`config.mk`:
```
export PLATFORM = sky130hd
export DESIGN_NAME = cache_line_fill_flat
export DESIGN_NICKNAME = d
export VERILOG_FILES = /design/src/rtl/cache_pkg.sv /design/src/rtl/cache_line_fill_if.sv /design/src/rtl/cache_line_fill.sv /design/src/flat_wrapper.sv
export SDC_FILE = /design/constraint.sdc
export NUM_CORES = 1
export LEC_CHECK = 0
export BUFFER_PORTS_ARGS = -buffer_cell sky130_fd_sc_hd__buf_2
export CORE_AREA = 2 2 263 265
export DETAILED_ROUTE_END_ITERATION = 16
export DIE_AREA = 0 0 265 267
export PLACE_DENSITY_LB_ADDON = 0.2
export SETUP_SLACK_MARGIN = 0.4
export SLEW_MARGIN = 20
export SYNTH_ARGS = -nofsm -noshare
export SYNTH_HDL_FRONTEND = slang
export SYNTH_SLANG_ARGS = --single-unit
export TNS_END_PERCENT = 20
```
`constraint.sdc`:
```
create_clock -name CLK -period 1.75 [get_ports CLK]
set_clock_uncertainty 0.1 [all_clocks]
set_input_delay 0 -clock CLK [delete_from_list [all_inputs] [get_ports CLK]]
set_output_delay 0 -clock CLK [all_outputs]
set_load 0.03 [all_outputs]
```
`src/rtl/cache_pkg.sv`:
```
// Shared constants and types for the cache line fill stage.
// Line geometry is fixed here so every user agrees on the line layout.
package cache_pkg;

  localparam int unsigned WORDS_PER_LINE = 8;
  localparam int unsigned DATA_W         = 32;
  localparam int unsigned ADDR_W         = 32;
  localparam int unsigned CNT_W          = $clog2(WORDS_PER_LINE);
  localparam int unsigned OFFSET_BITS    = CNT_W + 2;

  typedef enum logic [1:0] {
    IDLE      = 2'd0,
    WRITEBACK = 2'd1,
    FILL      = 2'd2,
    DONE      = 2'd3
  } fill_state_t;

  // Word 0 occupies the least significant DATA_W bits.
  typedef logic [WORDS_PER_LINE-1:0][DATA_W-1:0] line_t;

  function automatic logic [ADDR_W-1:0] line_align(input logic [ADDR_W-1:0] addr);
    logic [ADDR_W-1:0] mask;
    mask = '1;
    mask = mask << OFFSET_BITS;
    return addr & mask;
  endfunction

endpackage

```
`src/rtl/cache_line_fill_if.sv`:
```
// Controller request/response and main-memory bus of the line fill stage.
// slave: the fill block itself; master: the controller and memory around it.
interface cache_line_fill_if;
  import cache_pkg::*;

  logic              req_valid;
  logic              req_ready;
  logic [ADDR_W-1:0] req_addr;
  logic              req_wb;
  logic [ADDR_W-1:0] req_wb_addr;
  line_t             req_wb_line;
  logic              resp_valid;
  line_t             resp_line;
  logic              mem_rd;
  logic              mem_we;
  logic [ADDR_W-1:0] mem_addr;
  logic [DATA_W-1:0] mem_wdata;
  logic [DATA_W-1:0] mem_rdata;
  logic              mem_valid;

  modport slave (
    input  req_valid, req_addr, req_wb, req_wb_addr, req_wb_line, mem_rdata, mem_valid,
    output req_ready, resp_valid, resp_line, mem_rd, mem_we, mem_addr, mem_wdata
  );

  modport master (
    output req_valid, req_addr, req_wb, req_wb_addr, req_wb_line, mem_rdata, mem_valid,
    input  req_ready, resp_valid, resp_line, mem_rd, mem_we, mem_addr, mem_wdata
  );

endinterface

```
`src/rtl/cache_line_fill.sv`:
```
// Miss handler: optional word-by-word victim writeback, then word-by-word line fetch,
// then a single-cycle response carrying the assembled line.
module cache_line_fill
  import cache_pkg::*;
(
  input  logic             CLK,
  input  logic             reset,
  cache_line_fill_if.slave bus
);

  localparam logic [CNT_W-1:0] CNT_LAST = CNT_W'(WORDS_PER_LINE - 1);

  fill_state_t       state_q, state_d;
  logic [CNT_W-1:0]  cnt_q, cnt_d;
  logic [ADDR_W-1:0] fill_base_q, wb_base_q;
  line_t             victim_q;
  line_t             line_q;
  logic              accept;
  logic              cnt_last;
  logic [ADDR_W-1:0] word_off;

  assign accept   = (state_q == IDLE) && bus.req_valid;
  assign cnt_last = (cnt_q == CNT_LAST);
  assign word_off = ADDR_W'({cnt_q, 2'b00});

  always_comb begin
    state_d = state_q;
    cnt_d   = cnt_q;
    unique case (state_q)
      IDLE: begin
        if (bus.req_valid) begin
          state_d = bus.req_wb ? WRITEBACK : FILL;
          cnt_d   = '0;
        end
      end
      WRITEBACK: begin
        if (bus.mem_valid) begin
          cnt_d = cnt_q + 1'b1;
          if (cnt_last) state_d = FILL;
        end
      end
      FILL: begin
        if (bus.mem_valid) begin
          cnt_d = cnt_q + 1'b1;
          if (cnt_last) state_d = DONE;
        end
      end
      DONE:    state_d = IDLE;
      default: state_d = IDLE;
    endcase
  end

  always_ff @(posedge CLK) begin
    if (reset) begin
      state_q     <= IDLE;
      cnt_q       <= '0;
      fill_base_q <= '0;
      wb_base_q   <= '0;
      victim_q    <= '0;
      line_q      <= '0;
    end else begin
      state_q <= state_d;
      cnt_q   <= cnt_d;
      if (accept) begin
        fill_base_q <= line_align(bus.req_addr);
        wb_base_q   <= line_align(bus.req_wb_addr);
        victim_q    <= bus.req_wb_line;
      end
      if ((state_q == FILL) && bus.mem_valid) begin
        line_q[cnt_q] <= bus.mem_rdata;
      end
    end
  end

  // All memory-side outputs decode registered state only; mem_valid never reaches them.
  always_comb begin
    bus.mem_rd    = 1'b0;
    bus.mem_we    = 1'b0;
    bus.mem_addr  = '0;
    bus.mem_wdata = '0;
    unique case (state_q)
      WRITEBACK: begin
        bus.mem_we    = 1'b1;
        bus.mem_addr  = wb_base_q + word_off;
        bus.mem_wdata = victim_q[cnt_q];
      end
      FILL: begin
        bus.mem_rd   = 1'b1;
        bus.mem_addr = fill_base_q + word_off;
      end
      default: ;
    endcase
  end

  assign bus.req_ready  = (state_q == IDLE);
  assign bus.resp_valid = (state_q == DONE);
  assign bus.resp_line  = line_q;

endmodule

```
`src/flat_wrapper.sv`:
```
// flat-port wrapper written by rule: the top's interface ports become plain ports
module cache_line_fill_flat import cache_pkg::*;
  (CLK, reset, bus_req_valid, bus_req_addr, bus_req_wb, bus_req_wb_addr, bus_req_wb_line, bus_mem_rdata, bus_mem_valid, bus_req_ready, bus_resp_valid, bus_resp_line, bus_mem_rd, bus_mem_we, bus_mem_addr, bus_mem_wdata);
  cache_line_fill_if bus_i ();
  input  logic CLK;
  input  logic reset;
  input wire logic [$bits(bus_i.req_valid)-1:0] bus_req_valid;
  input wire logic [$bits(bus_i.req_addr)-1:0] bus_req_addr;
  input wire logic [$bits(bus_i.req_wb)-1:0] bus_req_wb;
  input wire logic [$bits(bus_i.req_wb_addr)-1:0] bus_req_wb_addr;
  input wire logic [$bits(bus_i.req_wb_line)-1:0] bus_req_wb_line;
  input wire logic [$bits(bus_i.mem_rdata)-1:0] bus_mem_rdata;
  input wire logic [$bits(bus_i.mem_valid)-1:0] bus_mem_valid;
  output wire logic [$bits(bus_i.req_ready)-1:0] bus_req_ready;
  output wire logic [$bits(bus_i.resp_valid)-1:0] bus_resp_valid;
  output wire logic [$bits(bus_i.resp_line)-1:0] bus_resp_line;
  output wire logic [$bits(bus_i.mem_rd)-1:0] bus_mem_rd;
  output wire logic [$bits(bus_i.mem_we)-1:0] bus_mem_we;
  output wire logic [$bits(bus_i.mem_addr)-1:0] bus_mem_addr;
  output wire logic [$bits(bus_i.mem_wdata)-1:0] bus_mem_wdata;
  assign bus_i.req_valid = bus_req_valid;
  assign bus_i.req_addr = bus_req_addr;
  assign bus_i.req_wb = bus_req_wb;
  assign bus_i.req_wb_addr = bus_req_wb_addr;
  assign bus_i.req_wb_line = bus_req_wb_line;
  assign bus_i.mem_rdata = bus_mem_rdata;
  assign bus_i.mem_valid = bus_mem_valid;
  assign bus_req_ready = bus_i.req_ready;
  assign bus_resp_valid = bus_i.resp_valid;
  assign bus_resp_line = bus_i.resp_line;
  assign bus_mem_rd = bus_i.mem_rd;
  assign bus_mem_we = bus_i.mem_we;
  assign bus_mem_addr = bus_i.mem_addr;
  assign bus_mem_wdata = bus_i.mem_wdata;
  cache_line_fill u_core (.CLK(CLK), .reset(reset), .bus(bus_i));
endmodule
```
# After elaboration in Yosys (flattened, before gate mapping)
# Index checks and enable logic that the tools add are counted.
classes:
  add_sub_neg: 3
  mul: 0
  div: 0
  order_cmp: 2
  eq_ne: 10
  shifts: 0
  n_mux: 19
  bitwise_logic: 0
  n_reduce_logical: 8
op_table:
  columns: ["operator", "n"]
  rows:
  - ["bitwise mux 256 bit", 1]
  - ["binary-select mux 32 bit (select 3 bit)", 1]
  - ["demux 32 bit (select 3 bit)", 1]
  - ["2-to-1 mux 32 bit", 3]
  - ["adder 32 x 5 -> 32 bit", 2]
  - ["case mux 32 bit (2 select lines)", 1]
  - ["2-to-1 mux 2 bit", 6]
  - ["case mux 2 bit (4 select lines)", 1]
  - ["2-to-1 mux 3 bit", 2]
  - ["inequality test 2 x 1 -> 1 bit (second input constant)", 3]
  - ["inequality test 2 bit (second input constant)", 3]
  - ["case mux 3 bit (2 select lines)", 1]
  - ["AND reduction 5 bit", 1]
  - ["equality test 2 bit (second input constant)", 2]
  - ["< comparator 3 x 4 -> 1 bit (second input constant)", 1]
  - ["adder 3 x 1 -> 3 bit (second input constant)", 1]
  - ["equality test 3 bit (second input constant)", 1]
  - [">= comparator 3 x 1 -> 1 bit (second input constant)", 1]
  - ["logical AND 1 bit", 3]
  - ["AND reduction 3 bit", 1]
  - ["equality test 2 x 1 -> 1 bit (second input constant)", 1]
  - ["logical NOT 2 bit", 1]
  - ["2-to-1 mux 1 bit", 2]
  - ["nonzero test 2 bit", 1]
  - ["OR reduction 2 bit", 1]
totals:
  regBits: 571
  latchBits: 0
  ram_bits: 0
  mem_bits_ro: 0
  out_inout_bits: 324
  word_cells: 62
  memories: 0

# Depth between registers and ports, before layout
logic_depth:
  ltp_word: 5
  ltp_mapped: 8
  ltp_nobuf: 5

# Worst setup path before layout
# OpenSTA, ideal clock, no wires.
synth_path:
  path_kind: "flip-flop to output port"
  start: "register u_core.state_q[0]"
  end: "output port bus_mem_addr[10]"
  arrival_time_ns: 1.951
  required_ns: 1.650
  setup_slack_ns: -0.301
  stages_incl_launch_ff: 7
  n_path_buf: 2
  path_cell_list: "dfxtp_1 inv_1 ha_1 clkbuf_1 clkbuf_1 a22oi_1 nor2b_1"
synth_via:
  elab_chain_len: 2
  word_cells_on_any_way: 3
  classes_between: "2 x eq/ne; 1 x mux"
synth_rtl:
  columns: ["element", "line_no", "rtl"]
  rows:
  - ["from (decl)", "cache_line_fill.sv:13", "fill_state_t state_q, state_d;"]
  - ["from (signal assigned)", "cache_line_fill.sv:62", "state_q <= state_d;"]
  - ["equality test 2 bit / equality test 2 x 1 -> 1 bit (equally long branches)", "cache_line_fill.sv:81", "unique case (state_q)"]
  - ["case mux 32 bit (2 select lines) (*)", "cache_line_fill.sv:81", null]
  - ["to (decl)", "flat_wrapper.sv:19", "output wire logic [$bits(bus_i.mem_addr)-1:0] bus_mem_addr;"]
# Every way passes the cells marked *; elsewhere a longest branch is shown, timed or not.

# Final worst setup path
layout_path:
  start: "register u_core.cnt_q[2]"
  end: "output port bus_mem_wdata[14]"
layout_via:
  elab_chain_len: 3
layout_rtl:
  columns: ["element", "line_no", "rtl"]
  rows:
  - ["from (decl)", "cache_line_fill.sv:14", "logic [CNT_W-1:0] cnt_q, cnt_d;"]
  - ["from (signal assigned)", "cache_line_fill.sv:63", "cnt_q <= cnt_d;"]
  - ["binary-select mux 32 bit (select 3 bit)", "cache_line_fill.sv:85", "bus.mem_wdata = victim_q[cnt_q];"]
  - ["2-to-1 mux 32 bit (implied by the code)", "cache_line_fill.sv:85", null]
  - ["2-to-1 mux 32 bit", "cache_line_fill.sv:81", null]
  - ["to (decl)", "flat_wrapper.sv:20", "output wire logic [$bits(bus_i.mem_wdata)-1:0] bus_mem_wdata;"]
# Every way passes these cells. The select of a mux whose other input is x is not followed.

==> key figures <==
Global route
  • Largest net degree at the start of global routing: 75
  • Initial antenna violation count: 11
  • Global-route wire length before repair: 164000 um
  • Global route total overflow: 0
  • Tot GR Track Use: 30.4%
  • Vias in the first global route: 26200

Drt
  • Remaining DRCs: 0
  • Vias: 27700
  • Antenna viol nets, final: 0
  • DRT Wirelength: 116000 um
  • DRT iter0 DRCs: 2894
  • WL per Instance: 22.8 um
  • First-pass iteration count of the detailed router: 9
  • Via-per-instance ratio: 5.47

STA
  • Setup ws final: -666 ps
  • Relative slew slack: 65.4%
  • Fmax: 414 MHz
  • Max Slew Vio Count: 0
  • Worst-margin pin slew: 519 ps
  • Setup Viol. Count Final: 415
  • Fin Setup TNS: -96640 ps
  • Hold_ws: 52.8 ps
  • RSZ-0062 raised after global routing: true
  • Final Hold Viols: 0
  • Fin crit period: 2420 ps
  • Final period utilization: 138%

Clock network
  • CTS Root Cell: clkbuf_16
  • Worst skew pair latency: 600 ps
  • H-tree depth: 3
  • Clk pin slew, worst setup/hold paths: 60 ps
  • CTS tree: yes
  • Clk sinks: 571
  • Num CTS Buffers: 66
  • Clk buf depth: 3

Setup path
  • Critical Setup Path Class: flop to primary output
  • Crit. End Element: primary output
  • CP startpoint kind: flop
  • Worst-path maximum fanout: 6
  • Crit path DAT: 2320 ps
  • Crit path required time: 1650 ps

Synth
  • Syn Inst Count: 3024
  • Top FF cell, synth: dfxtp_1
  • Distinct cells, synth: 50
  • Syn Std Cell Area: 0.0236 mm2
  • Area contributors post-synth: dfxtp_1, a21oi_1, nand2_1
  • Seq cells post-synth: 571
  • Mean area per synthesized cell: 7.82 um2
  • Most common cell in the netlist: nand2_1
  • Seq/Total Area, Yosys: 48.4%
  • Warnings, synthesis: 0
  • Synth top area share: 48.4%
  • Synth async-reset ratio: 0%
  • Number of synthesized flops with an enable pin: 0
  • Largest area contributor in the netlist: dfxtp_1
  • Commonest cells post-synth: nand2_1, a21oi_1, dfxtp_1

Die
  • I/O pin count: 681
  • Die height: 267 um
  • Die area: 0.0708 mm2
  • FP Rows: 96
  • DIE WIDTH: 265 um
  • Core box area: 0.0680 mm2
  • Initial Utilization: 34.8%

Outcome
  • Violated checks: negative setup slack
  • Status: finished with violations

Cells and area
  • P&R area growth vs syn: 68.0%
  • Final #Nets: 4495
  • Utilization after layout: 58.4%
  • Filler cell count: 5982
  • Share of cells above drive strength 1: 35.7%
  • Cell area after layout: 0.0397 mm2

Placement
  • GP Congestion: 0.883
  • DP Area: 0.0299 mm2
  • DP Worst Slack: -173 ps
  • Dpl hpwl: 76200 um
  • I/O Buffers: 668

Hold path
  • Worst Hold Class: input port to flop

Run
  • Max cap viols: 0

Power and ir drop
  • Pwr per Cell Area: 1100 mW/mm2
  • Leakage: 0.0156 uW
  • Maximum vdd drop: 0.682 mV
==> worst max-delay path: stages (launching register included) <==
cell,delay (ps)
dfxtp_4,400
buf_12,150
buf_12,120
nand2b_2,230
o22ai_1,200
buf_4,150
o31a_1,280
buf_6,180
==> report_power, final <==
part / total [uW] / internal (uW) / switching (uW)
clock network: 14200 / 8370 / 5870
registers: 15400 / 14400 / 1000
logic: 14100 / 6330 / 7780
total: 43700 / 29100 / 14700
==> through the flow <==
| step | cells | total power (uW) |
|---|---|---|
| after detailed placement | 4486 | 26300 |
| after CTS | 5020 | 42800 |
| after global placement | 4486 | 26300 |
| after floorplan | 3025 | 21700 |
| after global routing | 5067 | 45300 |
| final | 5074 | 43700 |
==> cell families after synthesis <==
kind of cell / share of synthesized area, %
AND/OR/NAND/NOR: 19.3
AO/OA/AOI/OAI: 23.8
flip-flops: 48.4
buffers and inverters: 6.64
multiplexers: 1.48
adder cells (fa/ha/maj): 0.476
other: 0.0159
==> layer usage <==
metal,track usage (%),up-vias,part of all wire [%]
li1,-,12700,-
met1,37.4,13200,39
met2,51.8,1422,48
met3,5.16,339,7.2
met4,14.4,10,5.7
met5,0,-,0.049
==> state kept, by name, summed over array words and instances, names as in the netlist <==
register and count:
u_core.fill_base_q 27, u_core.victim_q 256, u_core.wb_base_q 27, u_core.cnt_q 3, u_core.state_q 2, u_core.bus.resp_line 256
==> layout make-up <==
type                    instances  area [um2]  share of cell area, %
clock inverters                25         274                  0.690
well taps                     882        1100                   2.78
repair buffers               1372       12200                   30.8
diodes                         11        27.5                 0.0693
inverters                      17        68.8                  0.173
flip-flops and latches        571       11400                   28.8
clock buffers                  95        1940                   4.89
multi-input cells            2101       12600                   31.8
==> path summary, 6_finish.rpt <==
| check | startpoint | endpoint | slack, ps | cells past startpoint |
|---|---|---|---|---|
| min reg2reg | u_core.victim_q[102] | u_core.victim_q[102] | 350 | 2 |
| max reg2reg | u_core.state_q[0] | u_core.bus.resp_line[217] | -360 | 13 |
| min | bus_mem_valid | u_core.bus.resp_line[40] | 50 | 5 |
| max | u_core.cnt_q[2] | bus_mem_wdata[14] | -670 | 7 |
==> placed cells by master (no fill, tap or decap), drive strengths merged, types with 11 or more instances in the layout <==
master,instances
diode,11
and3,16
clkbuf,111
o21ai,286
nor2b,49
a21bo,15
a222oi,15
inv,22
a21oi,575
dfxtp,571
a22oi,42
o22ai,26
buf,1008
o221ai,15
nand2,659
nand3,263
clkinv,13
nor3b,17
dlygate4sd3,346
o31a,17
o32ai,15
mux2i,35
==> what timing repair did <==
action | 4_1_cts | 5_1_grt
pin swaps | 53 | 93
gates cloned | 22 | 20
setup buffers | 46 | 23
setup endpoints to repair | 637 | 638
gates resized for setup | 289 | 414
endpoints found under the hold margin | 571 | 0
hold buffers | 346 | 0
Power figures use the tool's default switching activity.
